--- config.mk ---
export PLATFORM = sky130hd
export DESIGN_NAME = stopwatch_display
export DESIGN_NICKNAME = d
export VERILOG_FILES = /design/src/rtl/stopwatch_display.sv
export SDC_FILE = /design/constraint.sdc
export NUM_CORES = 1
export LEC_CHECK = 0
export ABC_AREA = 1
export CORE_ASPECT_RATIO = 0.6
export CORE_UTILIZATION = 60
export CTS_CLUSTER_SIZE = 28
export DETAILED_ROUTE_END_ITERATION = 8
export DONT_BUFFER_PORTS = 1
export GPL_ROUTABILITY_DRIVEN = 0
export MAX_ROUTING_LAYER = met4
export PLACE_DENSITY_LB_ADDON = 0.08
export RECOVER_POWER = 100
export SYNTH_ARGS = -nofsm -noshare
export SYNTH_HDL_FRONTEND = slang
export SYNTH_SLANG_ARGS = --single-unit
--- constraint.sdc ---
create_clock -name clk -period 4.4 [get_ports clk]
set_input_delay 0.66 -clock clk [delete_from_list [all_inputs] [get_ports clk]]
set_output_delay 0.66 -clock clk [all_outputs]
set_load 0.02 [all_outputs]
--- src/rtl/stopwatch_display.sv ---
// stopwatch_display: converts a tenths-of-second count (0..9999) to four BCD
// digits with a sequential shift-add-3 engine and scans them onto a
// common-anode 4-digit 7-segment display as "XXX.X".
// Optional build macro: LEADING_ZERO_BLANK_EN blanks zero digits in the
// hundreds/tens-of-seconds positions (never while overflow is shown).
module stopwatch_display #(
  parameter int CLK_HZ   = 50000000,
  parameter int SCAN_DIV = CLK_HZ / 4000
) (
  input  logic        clk,
  input  logic        rst,
  input  logic [31:0] value,
  output logic [6:0]  seg,
  output logic        dp,
  output logic [3:0]  an,
  output logic        busy,
  output logic        ovf
);

  localparam int            CW        = $clog2(SCAN_DIV);
  localparam logic [CW-1:0] SCAN_LAST = CW'(SCAN_DIV - 1);
  localparam logic [31:0]   MAX_VAL   = 32'd9999;
  localparam logic [3:0]    LAST_ITER = 4'd13;
  localparam logic [6:0]    SEG_DASH  = 7'h3F;
  localparam logic [6:0]    SEG_BLANK = 7'h7F;

  typedef enum logic [1:0] {
    S_IDLE = 2'd0,
    S_CONV = 2'd1,
    S_DONE = 2'd2
  } state_t;

  // Active-low gfedcba code for one BCD digit; non-decimal nibbles render blank.
  function automatic logic [6:0] seg_code(input logic [3:0] nib);
    logic [6:0] code;
    case (nib)
      4'd0:    code = 7'h40;
      4'd1:    code = 7'h79;
      4'd2:    code = 7'h24;
      4'd3:    code = 7'h30;
      4'd4:    code = 7'h19;
      4'd5:    code = 7'h12;
      4'd6:    code = 7'h02;
      4'd7:    code = 7'h78;
      4'd8:    code = 7'h00;
      4'd9:    code = 7'h10;
      default: code = SEG_BLANK;
    endcase
    return code;
  endfunction

  // Add 3 to every nibble that is 5 or more, ahead of the doubling shift.
  function automatic logic [15:0] bcd_adjust(input logic [15:0] b);
    logic [15:0] r;
    for (int i = 0; i < 4; i++) begin
      if (b[i*4 +: 4] >= 4'd5) begin
        r[i*4 +: 4] = b[i*4 +: 4] + 4'd3;
      end else begin
        r[i*4 +: 4] = b[i*4 +: 4];
      end
    end
    return r;
  endfunction

  state_t         state_q, state_d;
  logic           load_s, step_s, latch_s;
  logic [31:0]    last_value_q, last_value_d;
  logic [15:0]    bcd_q, bcd_d, bcd_adj_s;
  logic [13:0]    bin_q, bin_d;
  logic [3:0]     iter_q, iter_d;
  logic           ovf_pend_q, ovf_pend_d;
  logic           busy_q, busy_d;
  logic           ovf_q, ovf_d;
  logic [15:0]    digits_q, digits_d;
  logic [CW-1:0]  scan_cnt_q, scan_cnt_d;
  logic [1:0]     digit_idx_q, digit_idx_d;
  logic           scan_wrap_s;
  logic [3:0]     nib_s;
  logic           blank_s;
  logic [6:0]     seg_q, seg_d, seg_new_s;
  logic           dp_q, dp_d;
  logic [3:0]     an_q, an_d;

  // Conversion FSM state register.
  always_ff @(posedge clk or posedge rst) begin
    if (rst) begin
      state_q <= S_IDLE;
    end else begin
      state_q <= state_d;
    end
  end

  // Conversion FSM next-state: start on a new value, 14 iterations, one latch cycle.
  always_comb begin
    state_d = state_q;
    case (state_q)
      S_IDLE: begin
        if (value != last_value_q) begin
          state_d = S_CONV;
        end else begin
          state_d = S_IDLE;
        end
      end
      S_CONV: begin
        if (iter_q == LAST_ITER) begin
          state_d = S_DONE;
        end else begin
          state_d = S_CONV;
        end
      end
      S_DONE:  state_d = S_IDLE;
      default: state_d = S_IDLE;
    endcase
  end

  // Conversion FSM outputs: datapath strobes decoded from the state.
  always_comb begin
    load_s  = 1'b0;
    step_s  = 1'b0;
    latch_s = 1'b0;
    case (state_q)
      S_IDLE:  load_s  = (value != last_value_q);
      S_CONV:  step_s  = 1'b1;
      S_DONE:  latch_s = 1'b1;
      default: load_s  = 1'b0;
    endcase
  end

  assign bcd_adj_s = bcd_adjust(bcd_q);

  // Conversion datapath next-state: capture, shift-add-3 iteration, result latch.
  always_comb begin
    last_value_d = last_value_q;
    bcd_d        = bcd_q;
    bin_d        = bin_q;
    iter_d       = iter_q;
    ovf_pend_d   = ovf_pend_q;
    busy_d       = busy_q;
    digits_d     = digits_q;
    ovf_d        = ovf_q;
    if (load_s) begin
      last_value_d = value;
      bin_d        = value[13:0];
      bcd_d        = 16'h0000;
      ovf_pend_d   = (value > MAX_VAL);
      busy_d       = 1'b1;
      iter_d       = 4'd0;
    end else if (step_s) begin
      bcd_d  = {bcd_adj_s[14:0], bin_q[13]};
      bin_d  = {bin_q[12:0], 1'b0};
      iter_d = iter_q + 4'd1;
    end else if (latch_s) begin
      digits_d = bcd_q;
      ovf_d    = ovf_pend_q;
      busy_d   = 1'b0;
    end else begin
      busy_d = busy_q;
    end
  end

  // Conversion datapath registers.
  always_ff @(posedge clk or posedge rst) begin
    if (rst) begin
      last_value_q <= 32'd0;
      bcd_q        <= 16'h0000;
      bin_q        <= 14'd0;
      iter_q       <= 4'd0;
      ovf_pend_q   <= 1'b0;
      busy_q       <= 1'b0;
      digits_q     <= 16'h0000;
      ovf_q        <= 1'b0;
    end else begin
      last_value_q <= last_value_d;
      bcd_q        <= bcd_d;
      bin_q        <= bin_d;
      iter_q       <= iter_d;
      ovf_pend_q   <= ovf_pend_d;
      busy_q       <= busy_d;
      digits_q     <= digits_d;
      ovf_q        <= ovf_d;
    end
  end

  // Scan next-state: on each counter wrap pick the next digit and render it.
  always_comb begin
    scan_wrap_s = (scan_cnt_q == SCAN_LAST);
    scan_cnt_d  = scan_cnt_q + CW'(1);
    digit_idx_d = digit_idx_q;
    if (scan_wrap_s) begin
      scan_cnt_d  = '0;
      digit_idx_d = digit_idx_q + 2'd1;
    end else begin
      digit_idx_d = digit_idx_q;
    end
    nib_s = digits_q[{digit_idx_d, 2'b00} +: 4];
`ifdef LEADING_ZERO_BLANK_EN
    blank_s = ((digit_idx_d == 2'd3) && (digits_q[15:12] == 4'd0)) ||
              ((digit_idx_d == 2'd2) && (digits_q[15:8] == 8'd0));
`else
    blank_s = 1'b0;
`endif
    if (ovf_q) begin
      seg_new_s = SEG_DASH;
    end else if (blank_s) begin
      seg_new_s = SEG_BLANK;
    end else begin
      seg_new_s = seg_code(nib_s);
    end
    seg_d = seg_q;
    dp_d  = dp_q;
    an_d  = an_q;
    if (scan_wrap_s) begin
      seg_d = seg_new_s;
      dp_d  = ~((digit_idx_d == 2'd1) && !ovf_q);
      an_d  = ~(4'b0001 << digit_idx_d);
    end else begin
      seg_d = seg_q;
    end
  end

  // Scan registers and registered display outputs.
  always_ff @(posedge clk or posedge rst) begin
    if (rst) begin
      scan_cnt_q  <= '0;
      digit_idx_q <= 2'd0;
      seg_q       <= SEG_BLANK;
      dp_q        <= 1'b1;
      an_q        <= 4'hF;
    end else begin
      scan_cnt_q  <= scan_cnt_d;
      digit_idx_q <= digit_idx_d;
      seg_q       <= seg_d;
      dp_q        <= dp_d;
      an_q        <= an_d;
    end
  end

  assign seg  = seg_q;
  assign dp   = dp_q;
  assign an   = an_q;
  assign busy = busy_q;
  assign ovf  = ovf_q;

endmodule

==> run metrics <==
die area=~10000 um^2; warnings from Yosys=0; #FFs+latches synth=115; final hold violation count=0; FFs w/ async S/R, synth=1.00; DRT Pass-1 Iters=6; Initial Util=0.633; RSZ-0062 raised after global routing=no; R2R Setup Slk=between 1 and 1.5 ns; Setup Viol. Count Final=0; Total GRT Usage=0.291; Core Rows=27; Pleak=3.28 nW; Final nets=763; Overall Power=approximately 3 mW; ys flop type=dfrtp_1; H-tree depth=4; Final Max Slew Viols=between 150 and 200; Clock Latency Late Sink=0.41 ns; die width=about 130 um; worst-path maximum fanout=54; CP bufs+invs=1; final worst-path cycle share=0.738; pin count of the biggest net entering global routing=68; Inserted Clock Buffers=17; Avg Inst Size Synth=8.30 um^2; # Post-CTS Setup Buffers=0; clk buf depth=2; Synth Net Count=762; Final ANT Viol Nets=0; crit-path leading delay family=simple AND/OR/NAND/NOR gates; Worst Hold Path EP=last_value_q[29]$_DFFE_PP0P_; vias in the first global route=4702; initial antenna violation count=0; Core ar.=9390 um^2; hold_sp=value[29]; maximum clock rate=308 MHz; synthesized area=a little under 6000 um^2; clock root cell=clkbuf_16; critical path class=flip-flop to flip-flop; max-cap viol count=4; die height=79.1 um; I/O pins=48; Seq/Total Area, Yosys=0.487; failing checks=max-capacitance violations, max-slew violations; Via density=5.61; Worst R2R End=bin_q[9]$_DFFE_PP0P_; Routed WL=about 13000 um; met1 Use GR=0.415; # hold bufs at CTS=0; starting DRC count in detailed routing=between 400 and 500; P per Cell Area=448 nW/um^2; # diodes=0; Least-Margin Pin Slew=about 3.0 ns; Min-Delay Path Class=input port to flip-flop; first-pass GRT wire length=22300 um; Seq. cell area=2890 um^2; Hold Crit Depth=2; CTS tree=done; max_slew headroom=-0.995; commonest cells after routing, fill and taps aside=nand2_1 (188), nand3_1 (106), dfrtp_1 (103), inv_1 (72), o21ai_0 (46); GR peak layer=met2; FF-to-FF path depth=5; Crit. End Element=flip-flop; Final Skew=0.0112 ns; clock sink count=115; Setup crit start kind=flip-flop; commonest non-fill, non-tap cell in the layout=nand2_1; outcome=complete, but fails checks; library cells used by synthesis=42; critical path required time=around 4.7 ns; setup TNS=0 ns; minimum clock period=3.25 ns; area grow syn2layout=9.96%; post-cts sizing count=0; ratio of cells with drive above 1 in the final layout=0.0728; VDD IR-drop max=321 uV; routed vias=around 4800; Post-synth EDFFs=0; final routed DRC violation total=0; Critical Path, Cell by Cell=nor2_1 -> nand2_2 -> buf_12 -> nand3_1 -> nand3_1; crit-path most repeated cell=nand3_1; fill cell count=between 700 and 800; Avg WL per Cell=15.3 um; clk slew on worst S/H paths=approximately 0.050 ns; Multi-input gate area=2590 um^2; r2r startpoint=state_q[0]$_DFF_PP0_; GR Util met2=0.417; hpwl dp=9010 um; gate count of the mapped netlist=a little over 700; Remaining Overflow, GRT=0; Max stage delay cell, worst path=nor2_1; met3 Use GR=0.0633; worst path arrival time=between 3 and 4 ns; Buffers on Ports=0; Slowest Stage Delay on Critical Path=1.38 ns
stage by stage:
stage | area, um^2 | std cells | util | setup slack (ns) | hold slack [ns]
global placement | 6050 | 828 | 0.645 | 1.70 | 0.441
floorplan | 5940 | 716 | - | 0.716 | 0.425
CTS | 6610 | 858 | 0.704 | 1.88 | 0.328
finish | 6540 | 858 | 0.696 | 1.15 | 0.394
global route | 6540 | 858 | 0.696 | 0.868 | 0.399
detailed placement | 6050 | 828 | 0.645 | 1.68 | 0.446
layout make-up:
cell class	count	area share
Sequential cell	115	0.443
Tap cell	130	0.0249
Clock buffer	25	0.0773
Clock inverter	5	0.00766
Multi-Input combinational cell	502	0.396
Inverter	76	0.0444
Timing Repair Buffer	5	0.00708
Yosys cell counts (5+ instances only):
| cell | instances | area (um^2) |
|---|---|---|
| xor2_1 | 32 | 280 |
| nand2_2 | 7 | 43.8 |
| xnor2_1 | 7 | 61.3 |
| nand2_1 | 185 | 694 |
| nor4_1 | 12 | 75.1 |
| nand3_1 | 105 | 526 |
| inv_1 | 72 | 270 |
| o21ai_0 | 45 | 225 |
| dfstp_2 | 12 | 315 |
| nor2_1 | 36 | 135 |
| nand4_1 | 8 | 50.1 |
| clkbuf_1 | 13 | 48.8 |
| dfrtp_1 | 103 | 2580 |
| ha_1 | 12 | 150 |
| nand2_4 | 5 | 56.3 |
| a21oi_1 | 17 | 85.1 |
worst max-delay path by stage:
stage / start / endpoint / slack, ns / depth (start not counted)
detailed placement: value[1] / bin_q[7]$_DFFE_PP0P_ / 1.68 / 11
finish: state_q[0]$_DFF_PP0_ / bin_q[9]$_DFFE_PP0P_ / 1.15 / 5
floorplan: rst / bcd_q[0]$_DFFE_PP0P_ / 0.72 / 1
global placement: value[1] / busy$_DFFE_PP0P_ / 1.70 / 10
CTS: state_q[0]$_DFF_PP0_ / bin_q[7]$_DFFE_PP0P_ / 1.88 / 5
global route: scan_cnt_q[10]$_DFF_PP0_ / seg[3]$_DFFE_PP1N_ / 0.87 / 16
worst register-to-register path: stages (launching register included):
cell and delay, ns:
dfrtp_1 0.40, nor2_1 1.38, nand2_2 0.70, buf_12 0.41
nand3_1 0.12, nand3_1 0.10
kinds of logic after synthesis:
family	Yosys count	synth area share
AO/OA/AOI/OAI	75	0.0680
XOR/XNOR	39	0.0575
adder cells (fa/ha/maj)	12	0.0253
buffers and inverters	99	0.0684
flip-flops	115	0.487
AND/OR/NAND/NOR	376	0.294
registers in the layout (all words and copies together) (netlist names):
register and flops:
iter_q 4, digit_idx_q 2, busy 1, bcd_q 16
seg 7, digits_q 16, ovf_pend_q 1, dp 1
ovf 1, scan_cnt_q 14, bin_q 14, last_value_q 32
an 4, state_q 2
layer usage:
metal	routed length, um	part of all wire
met5	0	0
met4	117	0.0089
met3	838	0.064
met2	5700	0.44
met1	6440	0.49
where the power goes:
part / switching [mW] / internal [mW]
Clock: 0.458 / 0.840
Combinational: 0.249 / 0.136
Sequential: 0.0756 / 1.17
Power figures use the tool's default switching activity.
